[src/rtl/hazard_pkg.sv]
// Shared types and helpers for the decode hazard scoreboard.
package hazard_pkg;

    // Forwarding select value meaning "read the register file".
    localparam int unsigned SEL_RF   = 0;
    // Ready-stage codes: ALU results forward from entry 0, load results from entry 1.
    localparam int unsigned RDY_ALU  = 0;
    localparam int unsigned RDY_LOAD = 1;

    // Entry fields are stored at fixed maximum widths so the struct can live here.
    // Instances must keep REG_ADDR_WIDTH <= EntryWsMax and LAT_W <= EntryRdyMax.
    localparam int unsigned EntryWsMax  = 32;
    localparam int unsigned EntryRdyMax = 8;

    typedef struct packed {
        logic                   valid;
        logic [EntryWsMax-1:0]  ws;
        logic [EntryRdyMax-1:0] rdy;
    } entry_t;

    // Width of a per-port forwarding select (0 = register file, k+1 = entry k).
    function automatic int unsigned sel_w(input int unsigned depth);
        return $clog2(depth + 1);
    endfunction

    // Width of the ready-stage field, never narrower than one bit.
    function automatic int unsigned lat_w(input int unsigned depth);
        return (depth <= 1) ? 1 : $clog2(depth);
    endfunction

endpackage

[src/rtl/hazard_port_check.sv]
// Per-read-port search over the pending-write entries: youngest match decides
// between forwarding and a hazard.
module hazard_port_check
    import hazard_pkg::*;
#(
    parameter int unsigned REG_ADDR_WIDTH     = 4,
    parameter int unsigned PIPE_DEPTH         = 3,
    parameter int unsigned FORWARD_ENABLE     = 1,
    parameter int unsigned ZERO_REG_HARDWIRED = 0,
    localparam int unsigned SEL_W             = sel_w(PIPE_DEPTH)
) (
    input  entry_t [PIPE_DEPTH-1:0]     entries_i,
    input  logic                        re_i,
    input  logic [REG_ADDR_WIDTH-1:0]   rs_i,
    output logic                        hazard_o,
    output logic [SEL_W-1:0]            fwd_sel_o
);

    logic                  zero_blocked;
    logic [PIPE_DEPTH-1:0] match;

    assign zero_blocked = (ZERO_REG_HARDWIRED != 0) && (rs_i == '0);

    for (genvar k = 0; k < PIPE_DEPTH; k++) begin : g_match
        assign match[k] = entries_i[k].valid && re_i && !zero_blocked &&
                          (entries_i[k].ws == EntryWsMax'(rs_i));
    end

    // Walk oldest to youngest so the youngest match overwrites older ones.
    always_comb begin
        hazard_o  = 1'b0;
        fwd_sel_o = SEL_W'(SEL_RF);
        for (int k = int'(PIPE_DEPTH) - 1; k >= 0; k--) begin
            if (match[k]) begin
                // Result not yet available at this stage, or forwarding disabled.
                hazard_o  = (FORWARD_ENABLE == 0) || (EntryRdyMax'(k) < entries_i[k].rdy);
                fwd_sel_o = hazard_o ? SEL_W'(SEL_RF) : SEL_W'(k + 1);
            end
        end
    end

endmodule

[src/rtl/hazard_scoreboard.sv]
// Decode-stage hazard scoreboard: tracks in-flight register writes, produces
// per-port forwarding selects or a stall, and counts stall cycles.
module hazard_scoreboard
    import hazard_pkg::*;
#(
    parameter int unsigned REG_ADDR_WIDTH     = 4,
    parameter int unsigned NUM_READ_PORTS     = 2,
    parameter int unsigned PIPE_DEPTH         = 3,
    parameter int unsigned FORWARD_ENABLE     = 1,
    parameter int unsigned ZERO_REG_HARDWIRED = 0,
    parameter int unsigned STALL_CNT_WIDTH    = 16,
    localparam int unsigned SEL_W             = sel_w(PIPE_DEPTH),
    localparam int unsigned LAT_W             = lat_w(PIPE_DEPTH)
) (
    input  logic                                 i_clk,
    input  logic                                 i_reset,
    input  logic                                 i_decode_valid,
    input  logic [NUM_READ_PORTS-1:0]            i_decode_re,
    input  logic [NUM_READ_PORTS*REG_ADDR_WIDTH-1:0] i_decode_rs,
    input  logic                                 i_decode_we,
    input  logic [REG_ADDR_WIDTH-1:0]            i_decode_ws,
    input  logic [LAT_W-1:0]                     i_decode_rdy,
    input  logic                                 i_hold,
    input  logic [PIPE_DEPTH:0]                  i_flush_mask,
    output logic                                 o_stall,
    output logic [NUM_READ_PORTS*SEL_W-1:0]      o_fwd_sel,
    output logic [STALL_CNT_WIDTH-1:0]           o_stall_count
);

    entry_t [PIPE_DEPTH-1:0]      entries_q, entries_d;
    entry_t [PIPE_DEPTH-1:0]      entries_killed;
    entry_t                       push_entry;
    logic [NUM_READ_PORTS-1:0]    port_hazard;
    logic                         decode_killed;
    logic [STALL_CNT_WIDTH-1:0]   stall_count_q, stall_count_d;

    for (genvar p = 0; p < NUM_READ_PORTS; p++) begin : g_port
        hazard_port_check #(
            .REG_ADDR_WIDTH     (REG_ADDR_WIDTH),
            .PIPE_DEPTH         (PIPE_DEPTH),
            .FORWARD_ENABLE     (FORWARD_ENABLE),
            .ZERO_REG_HARDWIRED (ZERO_REG_HARDWIRED)
        ) u_check (
            .entries_i (entries_q),
            .re_i      (i_decode_re[p]),
            .rs_i      (i_decode_rs[p*REG_ADDR_WIDTH +: REG_ADDR_WIDTH]),
            .hazard_o  (port_hazard[p]),
            .fwd_sel_o (o_fwd_sel[p*SEL_W +: SEL_W])
        );
    end

    assign decode_killed = i_flush_mask[PIPE_DEPTH];
    assign o_stall       = i_decode_valid && !decode_killed && (|port_hazard);
    assign o_stall_count = stall_count_q;

    // Entry pushed at the edge; a stalled or flushed decode becomes a bubble.
    always_comb begin
        push_entry       = '0;
        push_entry.valid = i_decode_valid && i_decode_we && !o_stall && !decode_killed;
        push_entry.ws    = EntryWsMax'(i_decode_ws);
        push_entry.rdy   = EntryRdyMax'(i_decode_rdy);
    end

    // Kill flushed instructions where they sit now, then shift, so the kill
    // travels with the instruction rather than with the slot.
    always_comb begin
        entries_killed = entries_q;
        for (int k = 0; k < int'(PIPE_DEPTH); k++) begin
            if (i_flush_mask[k]) begin
                entries_killed[k].valid = 1'b0;
            end
        end
        entries_d = entries_killed;
        if (!i_hold) begin
            for (int k = int'(PIPE_DEPTH) - 1; k > 0; k--) begin
                entries_d[k] = entries_killed[k-1];
            end
            entries_d[0] = push_entry;
        end
    end

    // Saturating stall counter, frozen while the pipeline is held.
    always_comb begin
        stall_count_d = stall_count_q;
        if (o_stall && !i_hold && (stall_count_q != '1)) begin
            stall_count_d = stall_count_q + STALL_CNT_WIDTH'(1);
        end
    end

    // State registers with synchronous reset that overrides flush and hold.
    always_ff @(posedge i_clk) begin
        if (i_reset) begin
            entries_q     <= '0;
            stall_count_q <= '0;
        end else begin
            entries_q     <= entries_d;
            stall_count_q <= stall_count_d;
        end
    end

endmodule

[config.mk]
export PLATFORM = sky130hd
export DESIGN_NAME = hazard_scoreboard
export DESIGN_NICKNAME = d
export VERILOG_FILES = /design/src/rtl/hazard_pkg.sv /design/src/rtl/hazard_port_check.sv /design/src/rtl/hazard_scoreboard.sv
export SDC_FILE = /design/constraint.sdc
export NUM_CORES = 1
export LEC_CHECK = 0
export CAP_MARGIN = 20
export CORE_MARGIN = 10
export CORE_UTILIZATION = 40
export DETAILED_ROUTE_END_ITERATION = 12
export GPL_ROUTABILITY_DRIVEN = 0
export PLACE_DENSITY = 0.69
export RECOVER_POWER = 25
export SYNTH_ARGS = -nofsm -noshare
export SYNTH_HDL_FRONTEND = slang
export SYNTH_SLANG_ARGS = --single-unit
[constraint.sdc]
create_clock -name i_clk -period 2 [get_ports i_clk]
set_clock_uncertainty 0.05 [all_clocks]
set_input_delay 0.3 -clock i_clk [delete_from_list [all_inputs] [get_ports i_clk]]
set_output_delay 0.3 -clock i_clk [all_outputs]
set_load 0.005 [all_outputs]
Yosys cells after proc, flatten, opt, wreduce, memory -nomap -nowiden --
Cells that the tools add are included.
Operators by class: eq/ne operators 8, reduce and logical (&&, ||, !) cells 23, $lt $le $gt $ge 3, add/sub/neg operators 1, muxes and demuxes 19
Operator list (number):
- $mux W123 | 1
- $eq A4 B4 Y1 | 6
- $logic_and A1 B1 Y1 | 19
- $add A16 B1 Y16 const B | 1
- $mux W2 | 8
- $ne A16 B16 Y1 const B | 1
- $mux W1 | 10
- $lt A1 B2 Y1 const A | 2
- $logic_not A1 Y1 | 3
- $lt A2 B2 Y1 const A | 1
- $ne A2 B1 Y1 const B | 1
- $reduce_or A2 Y1 | 1
Word-level totals: output and inout port bits 21, register bits after elaboration 37

Longest topological paths before layout --
Gate-level depths: netlist of the first run.
word-level depth 11, mapped depth 7, gate-level depth less buffers 7

Hierarchy --
From an unflattened synthesis of the first run, not the netlist that was laid out.
Second synthesis, totals: cells, all modules 309, area, all modules 2543.7 sq um
By module, submodules not included:
- hazard_scoreboard | sequential area each 740.7 sq um, area each 1642.8 sq um, cells an instance 183, times used 1
- hazard_port_check | sequential area each 0.0 sq um, area each 450.4 sq um, cells an instance 63, times used 2

Worst setup path before layout of the first run --
No wires, ideal clock.
path type register -> register, from register entries_q (netlist bit entries_killed[51]), to register stall_count_q[6], in the netlist o_stall_count[6], data required time 1.829 ns, path buffers 1, data arrival time 2.044 ns, path slack -0.215 ns, stages on the path, launching flop included 8, period minus slack after synthesis 2.215 ns, setup time 0.121 ns, path through dfxtp_1 > xor2_1 > nor4_4 > and4_1 > o31ai_4 > buf_2 > a211oi_1 > mux2_2
Between the ends: longest elaborated chain between the ends 8, elaborated cells on any way between the ends 12, classes of those cells eq/ne: 2; mux: 4; reduce/logical: 6
Ends and longest elaborated chain:
- start: declaration | line hazard_scoreboard.sv:30 | entry_t [PIPE_DEPTH-1:0] entries_q, entries_d;
- start signal: assignment | line hazard_scoreboard.sv:96 | entries_q <= entries_d;
- $eq A4 B4 Y1 | line hazard_port_check.sv:26 | (entries_i[k].ws == EntryWsMax'(rs_i));
- $logic_and A1 B1 Y1 | line hazard_port_check.sv:25 | assign match[k] = entries_i[k].valid && re_i && !zero_blocked &&
- $mux W1 (2 in series) | line hazard_port_check.sv:34 | if (match[k]) begin
- $reduce_or A2 Y1 * | line hazard_scoreboard.sv:53 | assign o_stall = i_decode_valid && !decode_killed && (|port_hazard);
- $logic_and A1 B1 Y1 * | line hazard_scoreboard.sv:53
- $logic_and A1 B1 Y1 * (2 in series) | line hazard_scoreboard.sv:85 | if (o_stall && !i_hold && (stall_count_q != '1)) begin
- end signal: assignment | line hazard_scoreboard.sv:97 | stall_count_q <= stall_count_d;
- end: declaration | line hazard_scoreboard.sv:35 | logic [STALL_CNT_WIDTH-1:0] stall_count_q, stall_count_d;
Every way passes the cells marked *; elsewhere a longest branch is shown, timed or not. A chain may end at the register's enable or synchronous reset.

Final worst setup path of the first run --
from register entries_q (netlist bit entries_killed[50]), to register stall_count_q[8], in the netlist o_stall_count[8]
The elaborated chain is that of the path after synthesis.

==> impl_metrics.csv, run 1 <==
group,metric,value,unit
run_status,violations,"setup timing",
logic_synthesis,synth_top_area_frac,0.333,
sta,max_freq,435,MHz
min_path,hold_path.class,"flip-flop to flip-flop",
global_route,grt_pass1_wl,10900,um
sta,worst_slack,-0.301,ns
die,die_h,94.6,um
sta,tns,-3.86,ns
logic_synthesis,ys_async_sr_fraction,0,
route,vias,2260,
layout,finalNonFillerCells,430,
logic_synthesis,ys.flop_type,"dfxtp_1",
layout,final_common_cell,"buf_4",
critical_path,required,2.14,ns
critical_path,critPathArrivalTime,2.44,ns
placed_design,placedCellCount,415,
critical_path,start_kind,"flip-flop",
logic_synthesis,ys_seq_area_frac,0.333,
layout,drive_gt1_frac,0.408,
cts,clock_path_buffers,2,
route,via_per_inst,5.26,
cts,cts_root_buffer,"clkbuf_8",
min_path,min_path_cells,2,
logic_synthesis,ys_seq_elements,37,
layout,nNetsFinal,383,
sta,tightest_slew,0.679,ns
cts,hold_buffers,0,
logic_synthesis,yosysTopAreaCell,"dfxtp_1",
logic_synthesis,synth_fp_nets,277,
placed_design,hpwl,4690,um
sta,period_needed,2.30,ns
layout,final_cell_mix,"53 x buf_4, 37 x nor2_1, 30 x clkdlybuf4s50_1",
logic_synthesis,yosysUniqueCellTypes,42,
die,start_util,0.409,
route,post_drt_wl_per_cell,15.7,um
sta,finalHoldViolCount,0,
logic_synthesis,synth.area.top_cells,"dfxtp_1 33%, mux2i_1 8.1%, nor2_1 6.2%, mux2_2 5.6%, xnor2_1 5.5%",
cts,htree_num_levels,2,
logic_synthesis,yosysWarnings,0,
sta,drv_slew,0,
die,dieArea,8940,um2
route,ant_nets,0,
critical_path,reg2reg_depth,8,
cts,cts_tree,"done",
sta,fin_crit_sh,1.15,
layout,syn2layout_area_growth,66.8,%
global_route,track_usage,0.150,
global_route,antenna_found_initial,0,
die,placeableCoreArea,5440,um2
sta,finalSetupViolCount,20,
route,drtPass1Iterations,4,
placed_design,place_ws,-0.836,ns
critical_path,end_kind,"flip-flop",
job,cap_violations,0,
logic_synthesis,synth_cells,251,
logic_synthesis,syn-cell-area,2220,um2
sta,hold-worst-slack,0.449,ns
power_and_ir_drop,leakage,1.44,nW
sta,slew-limit-headroom,0.547,
power_and_ir_drop,irDropWorstVdd,0.000320,V
global_route,grt_pass1_vias,2370,
logic_synthesis,syn_area_per_cell,8.86,um2
global_route,grt_max_degree,52,
route,drt_iter0_drc,51,
cts,clock_sinks,37,
placed_design,portBuffers,45,
route,drc,0,
cts,cts.clk_slew.worst_paths,0.08,ns
power_and_ir_drop,power.density,457,nW/um2
layout,design_area,3710,um2
die,ios,46,
global_route,grt_overflow_total,0,
sta,rsz0062_at_grt,"true",
critical_path,crit_fanout,6,
die,num_rows,27,
cts,cts_buffers,5,
layout,n_antenna_cell,0,
critical_path,path_class,"flip-flop to flip-flop",
logic_synthesis,synth-edff-count,0,
cts,clock_latency,0.29,ns
placed_design,placed_cell_area,3240,um2
run_status,status,"finished with violations",
route,routed_wl,6770,um
die,die_w,94.6,um
## per-stage QoR
step | power [W] | utilization
2_1_floorplan | 0.000884 | -
3_3_place_gp | 0.000995 | 0.596
3_5_place_dp | 0.00100 | 0.596
4_1_cts | 0.00170 | 0.660
5_1_grt | 0.00176 | 0.682
6_report | 0.00170 | 0.682
## synthesized netlist by cell type, types with 2 or more instances
master	number
clkbuf_1	5
xnor2_1	14
dfxtp_1	37
mux2_1	3
nor2b_1	12
and4_1	4
nor2_1	37
nor3_1	5
xor2_1	10
a2111oi_1	2
a21boi_0	2
nand2_1	11
mux2i_1	18
o21ai_0	3
buf_2	2
a211oi_1	6
nand3_1	11
o31ai_4	2
o31a_1	2
nand3b_1	4
mux2_2	11
inv_1	4
a21oi_1	13
o221ai_1	2
nand4_1	8
and3_1	4
nor3b_1	2
buf_1	3
## timing repair
item / 4_1_cts / 5_1_grt
gates resized for setup: 79 / 26
setup endpoints to repair: 22 / 22
pin swaps: 24 / 17
cloned: 1 / 0
setup buffers: 5 / 2
## worst max-delay path: stages, from the launching register on
cell and delay [ns]:
dfxtp_2 0.34, xor2_2 0.18, nor4_4 0.31, buf_4 0.17, and4_4 0.24, o31ai_4 0.09, buf_6 0.17, a2111oi_4 0.32
mux2_4 0.33
## per-layer routing
| metal | share of wire | routed length, um | vias up | track usage |
|---|---|---|---|---|
| li1 | - | - | 1111 | - |
| met5 | 0 | 0 | - | 0 |
| met4 | 0.037 | 251 | 0 | 0.0574 |
| met1 | 0.41 | 2750 | 1066 | 0.160 |
| met3 | 0.047 | 321 | 20 | 0.0381 |
| met2 | 0.51 | 3440 | 63 | 0.277 |
## cell families after synthesis
kind of cell,share of synthesized area
simple gates,0.248
mux,0.152
flops,0.333
compound gates,0.142
xor+xnor,0.0945
buf+inv,0.0247
fa+ha+maj,0.00562
## registers in the layout, indices dropped and copies added (netlist names)
signal and count:
entries_killed 18, entries_q 3, o_stall_count 16
## path summary, 6_finish.rpt
check / slack (ns) / start / end
setup / recovery: -0.30 / entries_killed[50] / o_stall_count[8]
hold / removal: 0.45 / entries_killed[41] / entries_killed[82]
setup reg to reg: -0.30 / entries_killed[50] / o_stall_count[8]
hold reg to reg: 0.45 / entries_killed[41] / entries_killed[82]
## power by group
| group | total, W | switching, W | internal [W] | leakage (nW) |
|---|---|---|---|---|
| Sequential | 0.000766 | 0.0000169 | 0.000749 | 0.305 |
| Clock | 0.000686 | 0.000279 | 0.000407 | 0.0585 |
| Combinational | 0.000244 | 0.000114 | 0.000130 | 1.08 |
| Total | 0.00170 | 0.000410 | 0.00129 | 1.44 |
## cell type report
class / instances / area (um2)
clock buffers: 7 / 86.3
clock inverters: 1 / 30.0
fillers: 442 / 1730
inverters: 4 / 15.0
multi-input cells: 200 / 1790
flip-flops and latches: 37 / 761
well taps: 72 / 90.1
repair buffers: 109 / 937
Note: power is estimated with default switching activity, not from simulation.
==> inputs of run 2 (changes only) <==
--- a/config.mk
+++ b/config.mk
@@ -7,11 +7,11 @@
 export LEC_CHECK = 0
 export CAP_MARGIN = 20
 export CORE_MARGIN = 10
-export CORE_UTILIZATION = 40
+export CORE_UTILIZATION = 46
 export DETAILED_ROUTE_END_ITERATION = 12
-export GPL_ROUTABILITY_DRIVEN = 0
-export PLACE_DENSITY = 0.69
+export PLACE_DENSITY = 0.78
 export RECOVER_POWER = 25
 export SYNTH_ARGS = -nofsm -noshare
 export SYNTH_HDL_FRONTEND = slang
 export SYNTH_SLANG_ARGS = --single-unit
+export TNS_END_PERCENT = 20
==> impl_metrics.csv, run 2 (synthesized netlist as in run 1, its figures left out) <==
group,metric,value,unit
route,drc,0,
global_route,grt_max_degree,52,
route,post_drt_wl_per_cell,16.8,um
layout,final_util,0.757,
placed_design,gp_congestion,0.890,
min_path,hold_path.class,"flip-flop to flip-flop",
critical_path,crit_family,"compound AO/OA/AOI/OAI gates",
power_and_ir_drop,power.density,479,nW/um2
cts,hold_buffers,0,
cts,clock_path_buffers,2,
route,drtPass1Iterations,4,
global_route,grt-busiest-layer,"met2",
layout,largest_reg_flops,18,
global_route,grt_pass1_wl,10600,um
run_status,violations,"setup timing",
sta,rsz0062_at_grt,"true",
route,drt_iter0_drc,167,
cts,clock_sinks,37,
global_route,antenna_found_initial,0,
critical_path,rrSetupSlack,-0.24,ns
critical_path,required,2.13,ns
die,die_h,89.5,um
critical_path,path_class,"flip-flop to flip-flop",
critical_path,slowest_delay,0.35,ns
sta,tightest_slew,0.660,ns
cts,cts_root_buffer,"clkbuf_8",
critical_path,crit_cells,8,
sta,worst_slack,-0.245,ns
placed_design,placed_cell_area,3120,um2
layout,n_antenna_cell,0,
layout,nNetsFinal,376,
sta,hold-worst-slack,0.451,ns
critical_path,end_kind,"flip-flop",
die,placeableCoreArea,4690,um2
sta,max_freq,446,MHz
power_and_ir_drop,leakage,1.39,nW
critical_path,cp_common_cell,"buf_4",
layout,finalNonFillerCells,405,
sta,period_needed,2.24,ns
cts,cts.clk_slew.worst_paths,0.07,ns
critical_path,crit_end,"o_stall_count[10]",
min_path,min_path_cells,2,
job,cap_violations,0,
critical_path,cp-startpoint,"entries_killed[52]",
cts,cts_tree,"done",
route,vias,2251,
power_and_ir_drop,irDropWorstVdd,0.000328,V
die,num_rows,25,
sta,fin_crit_sh,1.12,
sta,finalHoldViolCount,0,
placed_design,placedCellCount,389,
critical_path,reg2reg_depth,8,
critical_path,worst-path-buf-inv,2,
cts,htree_num_levels,2,
global_route,grt_pass1_vias,2266,
layout,syn2layout_area_growth,59.7,%
critical_path,crit_chain,"buf_4, xnor2_2, and3_4, a211oi_4, o31ai_4, buf_4, a2111oi_4, mux2_4",
global_route,grt_util_met1,0.182,
run_status,status,"finished with violations",
layout,drive_gt1_frac,0.390,
die,ios,46,
global_route,track_usage,0.168,
layout,final_cell_mix,"52 x buf_4, 37 x nor2_1, 30 x clkdlybuf4s50_1",
route,via_per_inst,5.56,
critical_path,r2r-start,"entries_killed[52]",
sta,slew-limit-headroom,0.560,
sta,drv_slew,0,
die,start_util,0.474,
global_route,grtUsageMet2,0.311,
critical_path,slowest_stage,"dfxtp_2",
route,routed_wl,6810,um
route,ant_nets,0,
global_route,met3_usage,0.0401,
cts,clock_latency,0.30,ns
placed_design,portBuffers,45,
layout,design_area,3550,um2
placed_design,hpwl,4640,um
critical_path,critPathArrivalTime,2.38,ns
critical_path,start_kind,"flip-flop",
critical_path,timing.rr.end,"o_stall_count[10]",
layout,final_common_cell,"buf_4",
sta,finalSetupViolCount,21,
global_route,grt_overflow_total,0,
cts,cts_buffers,5,
critical_path,crit_fanout,6,
die,dieArea,8020,um2
die,die_w,89.5,um
-- run 2: changes by cell type in the layout (fill, tap and decap cells not counted), sizes merged --
cell,change
buf,-9
clkdlybuf4s15,+1
dlymetal6s2s,+1
-- run 2: layout make-up --
cell class                 count  area, um2
timing repair buffer         102        868
sequential                    37        756
inverter                       4       15.0
tap                           54       67.6
multi-input combinational    200       1730
clock inverter                 1       30.0
clock buffer                   7       86.3
fill                         313       1140
-- run 2: where the power goes --
| group | switching (W) | total, W | leakage [nW] | internal [W] |
|---|---|---|---|---|
| clock | 0.000281 | 0.000687 | 0.0585 | 0.000407 |
| combinational | 0.000119 | 0.000249 | 1.03 | 0.000130 |
| sequential | 0.0000154 | 0.000766 | 0.305 | 0.000750 |
| total | 0.000415 | 0.00170 | 1.39 | 0.00129 |
-- run 2: metal layers --
layer / up-vias / part of all wire
met3: 18 / 0.047
met2: 68 / 0.53
met5: - / 0
li1: 1098 / -
met1: 1067 / 0.40
met4: 0 / 0.024
-- run 2: worst min path at each step --
stage	startpoint	endpoint
2_1_floorplan	i_decode_rdy[0]	entries_killed[0]
3_3_place_gp	entries_killed[41]	entries_killed[82]
3_5_place_dp	entries_killed[41]	entries_killed[82]
4_1_cts	entries_killed[41]	entries_killed[82]
5_1_grt	entries_killed[41]	entries_killed[82]
6_report	entries_killed[41]	entries_killed[82]
-- run 2: through the flow --
step           worst slack (ns)  power (W)  TNS [ns]
2_1_floorplan           -0.0796   0.000884    -0.578
3_3_place_gp             -0.798   0.000989    -14.35
3_5_place_dp             -0.857   0.000995    -15.24
4_1_cts                  -0.314    0.00168     -4.42
5_1_grt                  -0.331    0.00176     -5.16
6_report                 -0.245    0.00170     -3.41
-- run 2: worst min-delay path, delay by kind of cell, from the launching register on --
kind,cells,cell delay (ns)
flip-flops,1,0.33
multiplexers,1,0.07
AND/OR/NAND/NOR,1,0.07
-- run 2: timing repair --
item | CTS | global route
resized for setup | 57 | 28
pin swaps | 13 | 12
cloned | 1 | 0
setup endpoints to repair | 22 | 22
buffers inserted | 6 | 1
==> inputs of run 3 (changes only) <==
--- a/config.mk
+++ b/config.mk
@@ -6,10 +6,12 @@
 export NUM_CORES = 1
 export LEC_CHECK = 0
 export CAP_MARGIN = 20
+export CELL_PAD_IN_SITES_DETAIL_PLACEMENT = 0
+export CELL_PAD_IN_SITES_GLOBAL_PLACEMENT = 1
 export CORE_MARGIN = 10
-export CORE_UTILIZATION = 46
+export CORE_UTILIZATION = 35
 export DETAILED_ROUTE_END_ITERATION = 12
-export PLACE_DENSITY = 0.78
+export PLACE_DENSITY = 0.79
 export RECOVER_POWER = 25
 export SYNTH_ARGS = -nofsm -noshare
 export SYNTH_HDL_FRONTEND = slang
==> impl_metrics.csv, run 3 (synthesized netlist as in run 1, its figures left out) <==
group,metric,value,unit
global_route,grt_max_degree,52,
critical_path,start_kind,"flip-flop",
cts,clock_sinks,37,
placed_design,placed_cell_area,3230,um2
min_path,hold_path.class,"flip-flop to flip-flop",
sta,tightest_slew,0.684,ns
die,start_util,0.367,
sta,rsz0062_at_grt,"true",
die,die_h,99.7,um
layout,drive_gt1_frac,0.361,
die,die_w,99.7,um
placed_design,hpwl,4860,um
critical_path,reg2reg_depth,8,
sta,finalSetupViolCount,21,
route,ant_nets,0,
sta,drv_slew,0,
min_path,hp-start,"entries_killed[41]",
global_route,grt_overflow_total,0,
layout,largest_reg_flops,18,
sta,worst_slack,-0.380,ns
route,routed_wl,6430,um
sta,max_freq,420,MHz
layout,final_common_cell,"buf_4",
sta,finalHoldViolCount,0,
route,post_drt_wl_per_cell,14.8,um
global_route,grt_pass1_wl,10900,um
critical_path,critPathArrivalTime,2.51,ns
cts,hold_buffers,0,
cts,clock_path_buffers,2,
global_route,antenna_found_initial,0,
layout,syn2layout_area_growth,59.2,%
layout,final_cell_mix,"60 x buf_4, 37 x nor2_1, 31 x clkdlybuf4s50_1",
job,cap_violations,0,
run_status,status,"finished with violations",
critical_path,r2r-start,"entries_killed[50]",
die,dieArea,9950,um2
route,drtPass1Iterations,4,
placed_design,portBuffers,45,
layout,design_area,3540,um2
min_path,min_to,"entries_killed[41]",
sta,fin_crit_sh,1.19,
cts,clock_latency,0.30,ns
global_route,grt_pass1_vias,2295,
layout,n_antenna_cell,0,
route,drt_iter0_drc,70,
power_and_ir_drop,leakage,1.41,nW
die,ios,46,
critical_path,path_class,"flip-flop to flip-flop",
cts,cts_root_buffer,"clkbuf_8",
sta,slew-limit-headroom,0.544,
route,vias,2208,
critical_path,end_kind,"flip-flop",
power_and_ir_drop,power.total,0.00166,W
layout,nNetsFinal,385,
route,drc,0,
placed_design,gp_congestion,0.845,
sta,period_needed,2.38,ns
cts,cts_tree,"done",
min_path,min_path_cells,2,
route,via_per_inst,5.08,
placed_design,placedCellCount,421,
cts,cts_buffers,5,
die,placeableCoreArea,6060,um2
critical_path,crit_fanout,8,
run_status,violations,"setup timing",
layout,finalNonFillerCells,435,
global_route,track_usage,0.132,
die,num_rows,28,
critical_path,rrSetupSlack,-0.38,ns
critical_path,timing.rr.end,"o_stall_count[10]",
power_and_ir_drop,irDropWorstVdd,0.000376,V
cts,cts.clk_slew.worst_paths,0.08,ns
cts,htree_num_levels,2,
power_and_ir_drop,power.density,470,nW/um2
critical_path,required,2.13,ns
## run 3: cell type report
type	count	area [um2]
inverter	4	15.0
fill	553	2520
clock inverter	3	46.3
clock buffer	5	68.8
timing repair buffer	111	936
sequential	37	752
tap	75	93.8
multi-input combinational	200	1630
## run 3: worst max-delay path by stage
stage	start	endpoint	slack, ns	depth (start not counted)
floorplan	entries_killed[50]	o_stall_count[8]	-0.08	6
finish	entries_killed[50]	o_stall_count[10]	-0.38	8
global route	entries_killed[50]	o_stall_count[10]	-0.44	8
global placement	i_decode_rs[5]	o_stall	-0.89	7
detailed placement	i_decode_rs[5]	o_stall	-0.89	7
CTS	entries_killed[51]	o_stall_count[10]	-0.31	8
## run 3: what timing repair did
action,4_1_cts,5_1_grt
cloned,1,0
pin swaps,16,4
gates resized for setup,54,12
buffers inserted,5,0
setup endpoints to repair,22,22
## run 3: layer usage
layer  vias up  routed length (um)  GRT usage
li1       1117                   -          -
met1      1053                2980      0.161
met2        32                3130      0.223
met3         6                 235     0.0311
met4         0                  80     0.0397
met5         -                   0          0
## run 3: critical path, stage by stage (launching register included)
cell,delay (ns)
dfxtp_2,0.34
xor2_2,0.18
nor4_4,0.33
buf_4,0.18
and4_4,0.24
o31ai_4,0.10
buf_6,0.17
a2111oi_4,0.33
mux2_4,0.33
## run 3: stage by stage
stage	utilization	TNS, ns	setup slack (ns)	hold WS (ns)
after floorplan	-	-0.578	-0.0796	0.394
after global placement	0.533	-15.25	-0.893	0.425
after detailed placement	0.533	-15.60	-0.890	0.435
after CTS	0.576	-4.53	-0.308	0.455
after global routing	0.584	-7.08	-0.444	0.490
final	0.584	-5.11	-0.380	0.449
## run 3: where the power goes
part,switching [W],internal [W]
logic,0.000110,0.000128
registers,0.0000145,0.000750
clock network,0.000289,0.000373
total,0.000413,0.00125
